$ cat src/rtl/ram_ctrl_pkg.sv
// Shared types and constants for the block-RAM controller slice.
// Tag index is sized for the widest supported requester count so rd_tag_t is one shared type.
package ram_ctrl_pkg;
  localparam int N_REQ_MAX = 8;
  localparam int REQ_IDX_W = $clog2(N_REQ_MAX);
  localparam int RAM_RD_LAT_OREG = 2;
  localparam int RAM_RD_LAT_NOREG = 1;

  typedef struct packed {
    logic                 valid;
    logic [REQ_IDX_W-1:0] idx;
  } rd_tag_t;
endpackage

$ cat src/rtl/rr_arbiter.sv
// Generic combinational round-robin arbiter: search starts one past 'last' and wraps.
// Zero latency; grant is all-zero when 'en' is low or nothing requests.
module rr_arbiter #(
  parameter int N = 4,
  localparam int IW = $clog2(N)
) (
  input  logic [N-1:0]  req,
  input  logic          en,
  input  logic [IW-1:0] last,
  output logic [N-1:0]  grant,
  output logic [IW-1:0] idx
);
  logic          found;
  logic [IW-1:0] cand;

  always_comb begin
    grant = '0;
    idx   = '0;
    found = 1'b0;
    cand  = '0;
    for (int k = 1; k <= N; k++) begin
      cand = IW'((int'(last) + k) % N);
      if (en && !found && req[cand]) begin
        found       = 1'b1;
        grant[cand] = 1'b1;
        idx         = cand;
      end
    end
  end
endmodule

$ cat src/rtl/ram_rd_arbiter.sv
// Round-robin sharing of the block-RAM read port; one read per cycle, data returned RD_LATENCY
// cycles after the grant to the issuing requester. Responses carry no backpressure.
module ram_rd_arbiter
  import ram_ctrl_pkg::*;
#(
  parameter int N_REQ      = 4,
  parameter int ADDR_WIDTH = 9,
  parameter int DATA_WIDTH = 8,
  parameter int RD_LATENCY = RAM_RD_LAT_OREG
) (
  input  logic                        rd_clk,
  input  logic                        rd_rst,
  input  logic                        arb_en,
  input  logic [N_REQ-1:0]            req_valid,
  input  logic [N_REQ*ADDR_WIDTH-1:0] req_addr,
  output logic [N_REQ-1:0]            req_ready,
  output logic [N_REQ-1:0]            resp_valid,
  output logic [DATA_WIDTH-1:0]       resp_data,
  output logic [ADDR_WIDTH-1:0]       ram_rd_addr,
  output logic                        ram_rd_clk_en,
  output logic                        ram_rd_oce,
  input  logic [DATA_WIDTH-1:0]       ram_rd_data
);
  localparam int IW = $clog2(N_REQ);

  logic [N_REQ-1:0]      grant;
  logic [IW-1:0]         grant_idx;
  logic [IW-1:0]         last_grant;
  logic                  grant_any;
  logic [ADDR_WIDTH-1:0] addr_q;
  rd_tag_t               tag [RD_LATENCY];
  logic                  tag_any;

  // Reset gates the enable so no grant is visible while the block is held in reset.
  rr_arbiter #(.N(N_REQ)) u_arb (
    .req   (req_valid),
    .en    (arb_en & ~rd_rst),
    .last  (last_grant),
    .grant (grant),
    .idx   (grant_idx)
  );

  assign grant_any   = |grant;
  assign req_ready   = grant;
  assign ram_rd_addr = grant_any ? req_addr[grant_idx*ADDR_WIDTH +: ADDR_WIDTH] : addr_q;

  always_ff @(posedge rd_clk or posedge rd_rst) begin
    if (rd_rst) begin
      last_grant <= IW'(N_REQ-1);
      addr_q     <= '0;
      for (int s = 0; s < RD_LATENCY; s++) tag[s] <= '0;
    end else begin
      if (grant_any) begin
        last_grant <= grant_idx;
        addr_q     <= ram_rd_addr;
      end
      tag[0] <= '{valid: grant_any, idx: REQ_IDX_W'(grant_idx)};
      for (int s = 1; s < RD_LATENCY; s++) tag[s] <= tag[s-1];
    end
  end

  always_comb begin
    tag_any = 1'b0;
    for (int s = 0; s < RD_LATENCY; s++) tag_any = tag_any | tag[s].valid;
  end

  always_comb begin
    resp_valid = '0;
    for (int i = 0; i < N_REQ; i++)
      resp_valid[i] = tag[RD_LATENCY-1].valid && (tag[RD_LATENCY-1].idx == REQ_IDX_W'(i));
  end

  assign resp_data     = ram_rd_data;
  assign ram_rd_clk_en = grant_any | tag_any;
  // The output register only needs to advance in the cycle after a real read was sampled.
  assign ram_rd_oce    = (RD_LATENCY == RAM_RD_LAT_OREG) ? tag[0].valid : 1'b0;
endmodule
$ cat config.mk
export PLATFORM = sky130hd
export DESIGN_NAME = ram_rd_arbiter
export DESIGN_NICKNAME = d
export VERILOG_FILES = /design/src/rtl/ram_ctrl_pkg.sv /design/src/rtl/rr_arbiter.sv /design/src/rtl/ram_rd_arbiter.sv
export SDC_FILE = /design/constraint.sdc
export NUM_CORES = 1
export LEC_CHECK = 0
export ABC_AREA = 1
export BUFFER_PORTS_ARGS = -buffer_cell sky130_fd_sc_hd__buf_2
export CAP_MARGIN = 20
export CORE_ASPECT_RATIO = 2
export CORE_MARGIN = 1.5
export CORE_UTILIZATION = 35
export CTS_BUF_LIST = sky130_fd_sc_hd__clkbuf_4 sky130_fd_sc_hd__clkbuf_8
export CTS_CLUSTER_DIAMETER = 80
export CTS_CLUSTER_SIZE = 30
export DETAILED_ROUTE_END_ITERATION = 8
export SYNTH_ARGS = -nofsm -noshare
export SYNTH_HDL_FRONTEND = slang
export SYNTH_SLANG_ARGS = --single-unit
$ cat constraint.sdc
create_clock -name rd_clk -period 3.5 [get_ports rd_clk]
set_clock_uncertainty 0.05 [all_clocks]
set_input_delay 0.35 -clock rd_clk [delete_from_list [all_inputs] [get_ports rd_clk]]
set_output_delay 0.35 -clock rd_clk [all_outputs]
set_load 0.02 [all_outputs]
# == Word-level counts from Yosys, hierarchy flattened ==
# Index checks and enable logic that the tools add are counted.
# op_classes
add_sub_neg,4
mul,1
magnitude_cmp,8
n_eq_ne,3
shifts,1
mux,28
n_bitwise,7
n_reduce_logical,20
# op_table
cell,count
36-bit by 7-bit indexed part select with 9-bit output,1
4-bit two-way mux,4
1-bit logical AND,15
2-bit by 3-bit less-than comparator with 1-bit output (second input constant),4
4-bit bitwise OR,3
1-bit two-way mux,11
9-bit two-way mux,1
1-bit binary-select mux with 2-bit select,4
1-bit demux with 2-bit select,4
2-bit by 1-bit >= comparator with 1-bit output (second input constant),4
2-bit two-way mux,4
2-bit by 4-bit multiplier with 6-bit output (second input constant),1
2-bit by 1-bit adder with 2-bit output (second input constant),2
2-bit adder (second input constant),2
2-bit == test (second input constant),2
4-bit OR reduction,1
1-bit zero test,3
3-bit zero test,1
2-bit by 1-bit == test with 1-bit output (second input constant),1
1-bit bitwise OR,2
1-bit bitwise AND,1
1-bit NOT,1
# word_totals
ff_bits,17
out_inout_bits,27

# == Longest topological paths before layout ==
# depth
depth_word,20
ltp_mapped,17
depth_no_buf,16

# == Hierarchy ==
# A second synthesis with hierarchy kept.
# unflattened
cells_unflattened,245
area_unflattened_um2,1682.9
# modules_own_cells
module,n_inst,cells_each,area_per_inst_um2,seq_area_each_um2
ram_rd_arbiter,1,163,1198.6,427.9
rr_arbiter,1,82,484.2,0.0

# == Least setup slack after synthesis ==
# No wires, ideal clock.
# synth_path
path_kind,flip-flop to output port
startpoint,reg last_grant[0]
endpoint,out ram_rd_addr[0]
arrival_time_ps,2425
path_slack_ps,675
path_stages_with_launch,16
cell_sequence,dfstp_2 buf_6 inv_6 ha_1 inv_1 nand3_1 nand2_2 nand3_2 nor2_4 nand2_1 nand3_2 nor2_4 nand2_8 buf_6 nand3_2 nand2_1
# synth_between
word_cells_on_any_way,60
classes_between,4 x add/sub; 1 x mul; 8 x order compare; 1 x shift; 28 x mux; 3 x bitwise; 15 x reduce/logical
# synth_lines
item,line,rtl
start: declaration,ram_rd_arbiter.sv:28,logic [IW-1:0] last_grant;
start signal: assignment,ram_rd_arbiter.sv:49,last_grant <= IW'(N_REQ-1);
start signal: assignment,ram_rd_arbiter.sv:54,last_grant <= grant_idx;
"parallel branches: the longest is 16 deep, another holds 2-bit by 3-bit less-than comparator with 1-bit output",--,
4-bit two-way mux *,rr_arbiter.sv:23,if (en && !found && req[cand]) begin
net req_ready[0],ram_rd_arbiter.sv:16,"output logic [N_REQ-1:0] req_ready,"
4-bit OR reduction *,ram_rd_arbiter.sv:43,assign grant_any = |grant;
net grant_any,ram_rd_arbiter.sv:29,logic grant_any;
9-bit two-way mux *,ram_rd_arbiter.sv:45,assign ram_rd_addr = grant_any ? req_addr[grant_idx*ADDR_WIDTH +: ADDR_WIDTH] : addr_q;
end: declaration,ram_rd_arbiter.sv:19,"output logic [ADDR_WIDTH-1:0] ram_rd_addr,"
# Mark *: on every way through the listed nets, which the timed path passes. The select of a mux whose other input is x is not followed.

# == Worst setup path in the final report ==
# layout_path
startpoint,reg last_grant[1]
endpoint,out ram_rd_addr[7]
# layout_between
elab_chain_len,20
word_cells_on_any_way,60
classes_between,4 x add/sub; 1 x mul; 8 x order compare; 1 x shift; 28 x mux; 3 x bitwise; 15 x reduce/logical
# layout_lines
item,line,rtl
2-bit by 1-bit adder with 2-bit output,rr_arbiter.sv:22,cand = IW'((int'(last) + k) % N);
1-bit binary-select mux with 2-bit select,rr_arbiter.sv:23,
1-bit two-way mux (implied by the code),rr_arbiter.sv:23,
1-bit logical AND,rr_arbiter.sv:23,
1-bit two-way mux,rr_arbiter.sv:23,
1-bit zero test,rr_arbiter.sv:23,
1-bit logical AND (2 in series),rr_arbiter.sv:23,
1-bit two-way mux,rr_arbiter.sv:23,
1-bit zero test,rr_arbiter.sv:23,
1-bit logical AND (2 in series),rr_arbiter.sv:23,
1-bit two-way mux,rr_arbiter.sv:23,
1-bit zero test,rr_arbiter.sv:23,
1-bit logical AND (2 in series),rr_arbiter.sv:23,
2-bit two-way mux,rr_arbiter.sv:23,
2-bit by 4-bit multiplier with 6-bit output,ram_rd_arbiter.sv:45,
36-bit by 7-bit indexed part select with 9-bit output,ram_rd_arbiter.sv:45,
9-bit two-way mux *,ram_rd_arbiter.sv:45,
# Every way passes the cells marked *; elsewhere a longest branch is shown, timed or not. The select of a mux whose other input is x is not followed.

==> run_summary.xml <==
<?xml version="1.0" encoding="UTF-8"?>
<metrics>
  <group name="timing">
    <metric name="worst_slew_margin_rel" unit="">0.850</metric>
    <metric name="finalHoldViolCount" unit="">0</metric>
    <metric name="timing.final.setup_violations" unit="">0</metric>
    <metric name="report.final.slew_viol_count" unit="">0</metric>
    <metric name="worst_pin_slew" unit="ns">0.224</metric>
    <metric name="layout_setup_ws" unit="ns">0.177</metric>
    <metric name="fmax" unit="GHz">0.301</metric>
    <metric name="timing.final.crit_period" unit="ns">3.32</metric>
    <metric name="layout_worst_path_cycle_share" unit="">0.949</metric>
  </group>
  <group name="die">
    <metric name="placeableCoreArea" unit="um2">4860</metric>
    <metric name="io-pin-count" unit="">78</metric>
    <metric name="die-area" unit="um2">5470</metric>
    <metric name="floorplan.die.height" unit="um">103</metric>
    <metric name="num_rows" unit="">36</metric>
    <metric name="start_util" unit="">0.361</metric>
    <metric name="die_width" unit="um">53.1</metric>
  </group>
  <group name="synth">
    <metric name="postSynthRegisterBits" unit="">17</metric>
    <metric name="synth-seq-area-share" unit="">0.244</metric>
    <metric name="yosysMostFrequentCell" unit="">sky130_fd_sc_hd__nand2_1</metric>
    <metric name="yosysUniqueCellTypes" unit="">25</metric>
    <metric name="synth.largest_area_cell" unit="">sky130_fd_sc_hd__dfrtp_1</metric>
    <metric name="mappedNetlistNets" unit="">284</metric>
    <metric name="synth.cells.most_frequent" unit="">sky130_fd_sc_hd__nand2_1, sky130_fd_sc_hd__nand3_1, sky130_fd_sc_hd__nand3_2</metric>
    <metric name="fraction_of_synthesized_cell_area_taken_by_the_top_area_cell_type" unit="">0.214</metric>
    <metric name="synth-main-ff-cell" unit="">sky130_fd_sc_hd__dfrtp_1</metric>
    <metric name="synth_enable_flop_cells" unit="">0</metric>
    <metric name="netlist_instances" unit="">225</metric>
    <metric name="mappedNetlistArea" unit="um2">1760</metric>
    <metric name="post_synth.cell_area_avg" unit="um2">7.80</metric>
    <metric name="biggest_area_contributors_in_the_synthesized_netlist" unit="">sky130_fd_sc_hd__dfrtp_1, sky130_fd_sc_hd__nand3_2, sky130_fd_sc_hd__nand2_1, sky130_fd_sc_hd__nand3_1, sky130_fd_sc_hd__ha_1</metric>
    <metric name="synth.yosys.warnings" unit="">0</metric>
    <metric name="fraction_of_synthesis_flops_using_an_asynchronous_set_or_reset_pin" unit="">1.00</metric>
  </group>
  <group name="global_route">
    <metric name="antenna_violations_before_repair" unit="">0</metric>
    <metric name="grt_overflow" unit="">0</metric>
    <metric name="first_global_vias" unit="">1609</metric>
    <metric name="grt_first_pass_wirelength" unit="um">7400</metric>
    <metric name="largest_net_degree_at_the_start_of_global_routing" unit="">21</metric>
    <metric name="grt_util_all_layers" unit="">0.190</metric>
  </group>
  <group name="clock_network">
    <metric name="cts_root_buf" unit="">sky130_fd_sc_hd__clkbuf_8</metric>
    <metric name="cts_inserted_buffers" unit="">3</metric>
    <metric name="cts_buffer_depth" unit="">2</metric>
    <metric name="clk_pin_slew_worst_paths" unit="ns">0.07</metric>
    <metric name="cts_hold_repair.buffers" unit="">0</metric>
    <metric name="clk_latency" unit="ns">0.25</metric>
    <metric name="cts.sink_count" unit="">17</metric>
    <metric name="cts_tree" unit="">built</metric>
    <metric name="htree_levels" unit="">1</metric>
  </group>
  <group name="route">
    <metric name="drcViolationCount" unit="">0</metric>
    <metric name="drt-wirelength-per-cell" unit="um">13.8</metric>
    <metric name="detail_route.iter0.violations" unit="">31</metric>
    <metric name="detail-route-antenna-nets" unit="">0</metric>
    <metric name="route.vias.total" unit="">1711</metric>
    <metric name="vias_per_cell" unit="">4.90</metric>
    <metric name="length_of_the_first_detailed_routing_pass_in_iterations" unit="">4</metric>
    <metric name="finalWirelength" unit="um">4830</metric>
  </group>
  <group name="pwr">
    <metric name="power_density" unit="nW/um2">999</metric>
    <metric name="vdd_ir_drop_max" unit="mV">0.631</metric>
    <metric name="power_leakage" unit="nW">1.21</metric>
  </group>
  <group name="finish">
    <metric name="stdcell_count" unit="">349</metric>
    <metric name="post_route_cells_drive_above_1_share" unit="">0.527</metric>
    <metric name="ant_diodes" unit="">0</metric>
    <metric name="final_net_count" unit="">352</metric>
    <metric name="area_growth" unit="%">25.8</metric>
  </group>
  <group name="setup_path">
    <metric name="worstPathCellList" unit="">clkinvlp_4 &gt; ha_2 &gt; inv_1 &gt; nand3_1 &gt; nand2_2 &gt; nand3_2 &gt; a21oi_2 &gt; nand2_2 &gt; buf_4 &gt; nand3_1 &gt; nand3_2 &gt; nand3_2 &gt; nand2_1 &gt; buf_2</metric>
    <metric name="timing.critical_path.buf_inv" unit="">4</metric>
    <metric name="worst-endpoint-arrival" unit="ns">2.92</metric>
    <metric name="worst_path_most_repeated_cell" unit="">sky130_fd_sc_hd__nand3_2</metric>
    <metric name="critical_path.max_stage_delay" unit="ns">0.60</metric>
    <metric name="worstPathRequired" unit="ns">3.10</metric>
    <metric name="crit_fanout" unit="">18</metric>
    <metric name="critPathKind" unit="">reg2out</metric>
    <metric name="critical_path.startpoint_type" unit="">flop</metric>
    <metric name="critical_path.endpoint_type" unit="">output port</metric>
    <metric name="timing.critical_path.max_delay_family" unit="">simple AND/OR/NAND/NOR gates</metric>
    <metric name="worst_path_max_delay_cell" unit="">sky130_fd_sc_hd__dfstp_2</metric>
  </group>
  <group name="place">
    <metric name="detailed_place_hpwl" unit="um">3880</metric>
    <metric name="post-place-cells" unit="">331</metric>
    <metric name="worst_slack_after_detailed_placement" unit="ns">0.243</metric>
    <metric name="numPortBuffers" unit="">61</metric>
    <metric name="final_replace_weighted_congestion" unit="">0.963</metric>
  </group>
  <group name="job">
    <metric name="maxCapViolations" unit="">0</metric>
  </group>
  <group name="status">
    <metric name="status" unit="">finished, final reports clean</metric>
  </group>
  <group name="min_path">
    <metric name="hold_class" unit="">in2async</metric>
  </group>
</metrics>
layer usage:
layer / wire length [um] / up-vias / track usage
met4: 163 / 0 / 0.110
met3: 147 / 10 / 0.0217
li1: - / 861 / -
met2: 2960 / 52 / 0.378
met5: 0 / - / 0
met1: 1560 / 788 / 0.170
final timing paths:
path	start	slack, ns	cells past startpoint	end
min	rd_rst	0.07	3	tag[0]$_DFF_PP0_
max	last_grant[1]$_DFFE_PP1P_	0.18	14	ram_rd_addr[7]
min in group rd_clk	tag[5]$_DFF_PP0_	0.30	0	tag[1]$_DFF_PP0_
max in group asynchronous	rd_rst	3.07	3	last_grant[0]$_DFFE_PP1P_
max reg2reg	last_grant[1]$_DFFE_PP1P_	0.83	14	addr_q[8]$_DFFE_PP0P_
min reg2reg	tag[5]$_DFF_PP0_	0.30	0	tag[1]$_DFF_PP0_
final cells by class:
class / instances / area (um2)
sequential: 17 / 428
inverter: 17 / 75.1
multi-input combinational: 176 / 1150
timing repair buffer: 78 / 433
clock inverter: 1 / 5.00
clock buffer: 3 / 41.3
tap: 57 / 71.3
fill: 516 / 2660
worst register-to-register path: stages (launching register included):
cell and delay (ns):
sky130_fd_sc_hd__dfstp_2 0.60, sky130_fd_sc_hd__clkinvlp_4 0.18, sky130_fd_sc_hd__ha_2 0.35, sky130_fd_sc_hd__inv_1 0.10, sky130_fd_sc_hd__nand3_1 0.10, sky130_fd_sc_hd__nand2_2 0.12, sky130_fd_sc_hd__nand3_2 0.12, sky130_fd_sc_hd__nor2_4 0.20
sky130_fd_sc_hd__nor2_2 0.07, sky130_fd_sc_hd__nand2_4 0.17, sky130_fd_sc_hd__nand2_8 0.16, sky130_fd_sc_hd__nand2_1 0.10, sky130_fd_sc_hd__nand3_1 0.11, sky130_fd_sc_hd__nand3_2 0.10, sky130_fd_sc_hd__nand2_1 0.05
placed cells by master (no fill, tap or decap), types with 2 or more instances in the layout:
master	n
sky130_fd_sc_hd__inv_1	11
sky130_fd_sc_hd__nand3_1	33
sky130_fd_sc_hd__o21ai_1	2
sky130_fd_sc_hd__buf_4	17
sky130_fd_sc_hd__nand2_2	17
sky130_fd_sc_hd__nand2_4	3
sky130_fd_sc_hd__nand4_1	3
sky130_fd_sc_hd__nand2_1	62
sky130_fd_sc_hd__nor3_1	4
sky130_fd_sc_hd__nor2_2	2
sky130_fd_sc_hd__dfstp_2	2
sky130_fd_sc_hd__nor2_4	4
sky130_fd_sc_hd__nand3_2	31
sky130_fd_sc_hd__dfrtp_1	15
sky130_fd_sc_hd__clkbuf_8	3
sky130_fd_sc_hd__buf_2	61
sky130_fd_sc_hd__nand2_8	2
sky130_fd_sc_hd__ha_1	7
sky130_fd_sc_hd__inv_2	3
stage by stage:
stage                     hold slack, ns  TNS (ns)  instance area [um2]  utilization  power, mW
final                             0.0719         0                 2210        0.454       2.21
after CTS                         0.0869         0                 2090        0.429       2.09
after detailed placement           0.287         0                 2030        0.418       1.93
after floorplan                    0.233         0                 1760            -       1.60
after global routing               0.123   -0.0267                 2210        0.454       2.41
after global placement             0.285         0                 2030        0.418       1.91
power by group:
part / total, mW / internal [mW] / switching [mW] / leakage (nW)
clock network: 0.149 / 0.0792 / 0.0696 / 0.0255
logic: 1.72 / 0.593 / 1.12 / 0.975
registers: 0.343 / 0.299 / 0.0442 / 0.212
total: 2.21 / 0.971 / 1.24 / 1.21
timing repair:
item                       4_1_cts  5_1_grt
resized for setup                1        5
setup buffers                    0       14
setup endpoints to repair        2        9
cloned                           0        0
pin swaps                        0        1
kinds of logic after synthesis:
| group | synth area share |
|---|---|
| simple gates | 0.564 |
| buf+inv | 0.109 |
| flops | 0.244 |
| fa+ha+maj | 0.0570 |
| compound gates | 0.0264 |
registers in the layout, indices dropped and copies added (netlist names):
signal and cells:
addr_q 9, tag 5, last_grant 2, ram_rd_oce 1
Note: power is estimated with default switching activity, not from simulation.
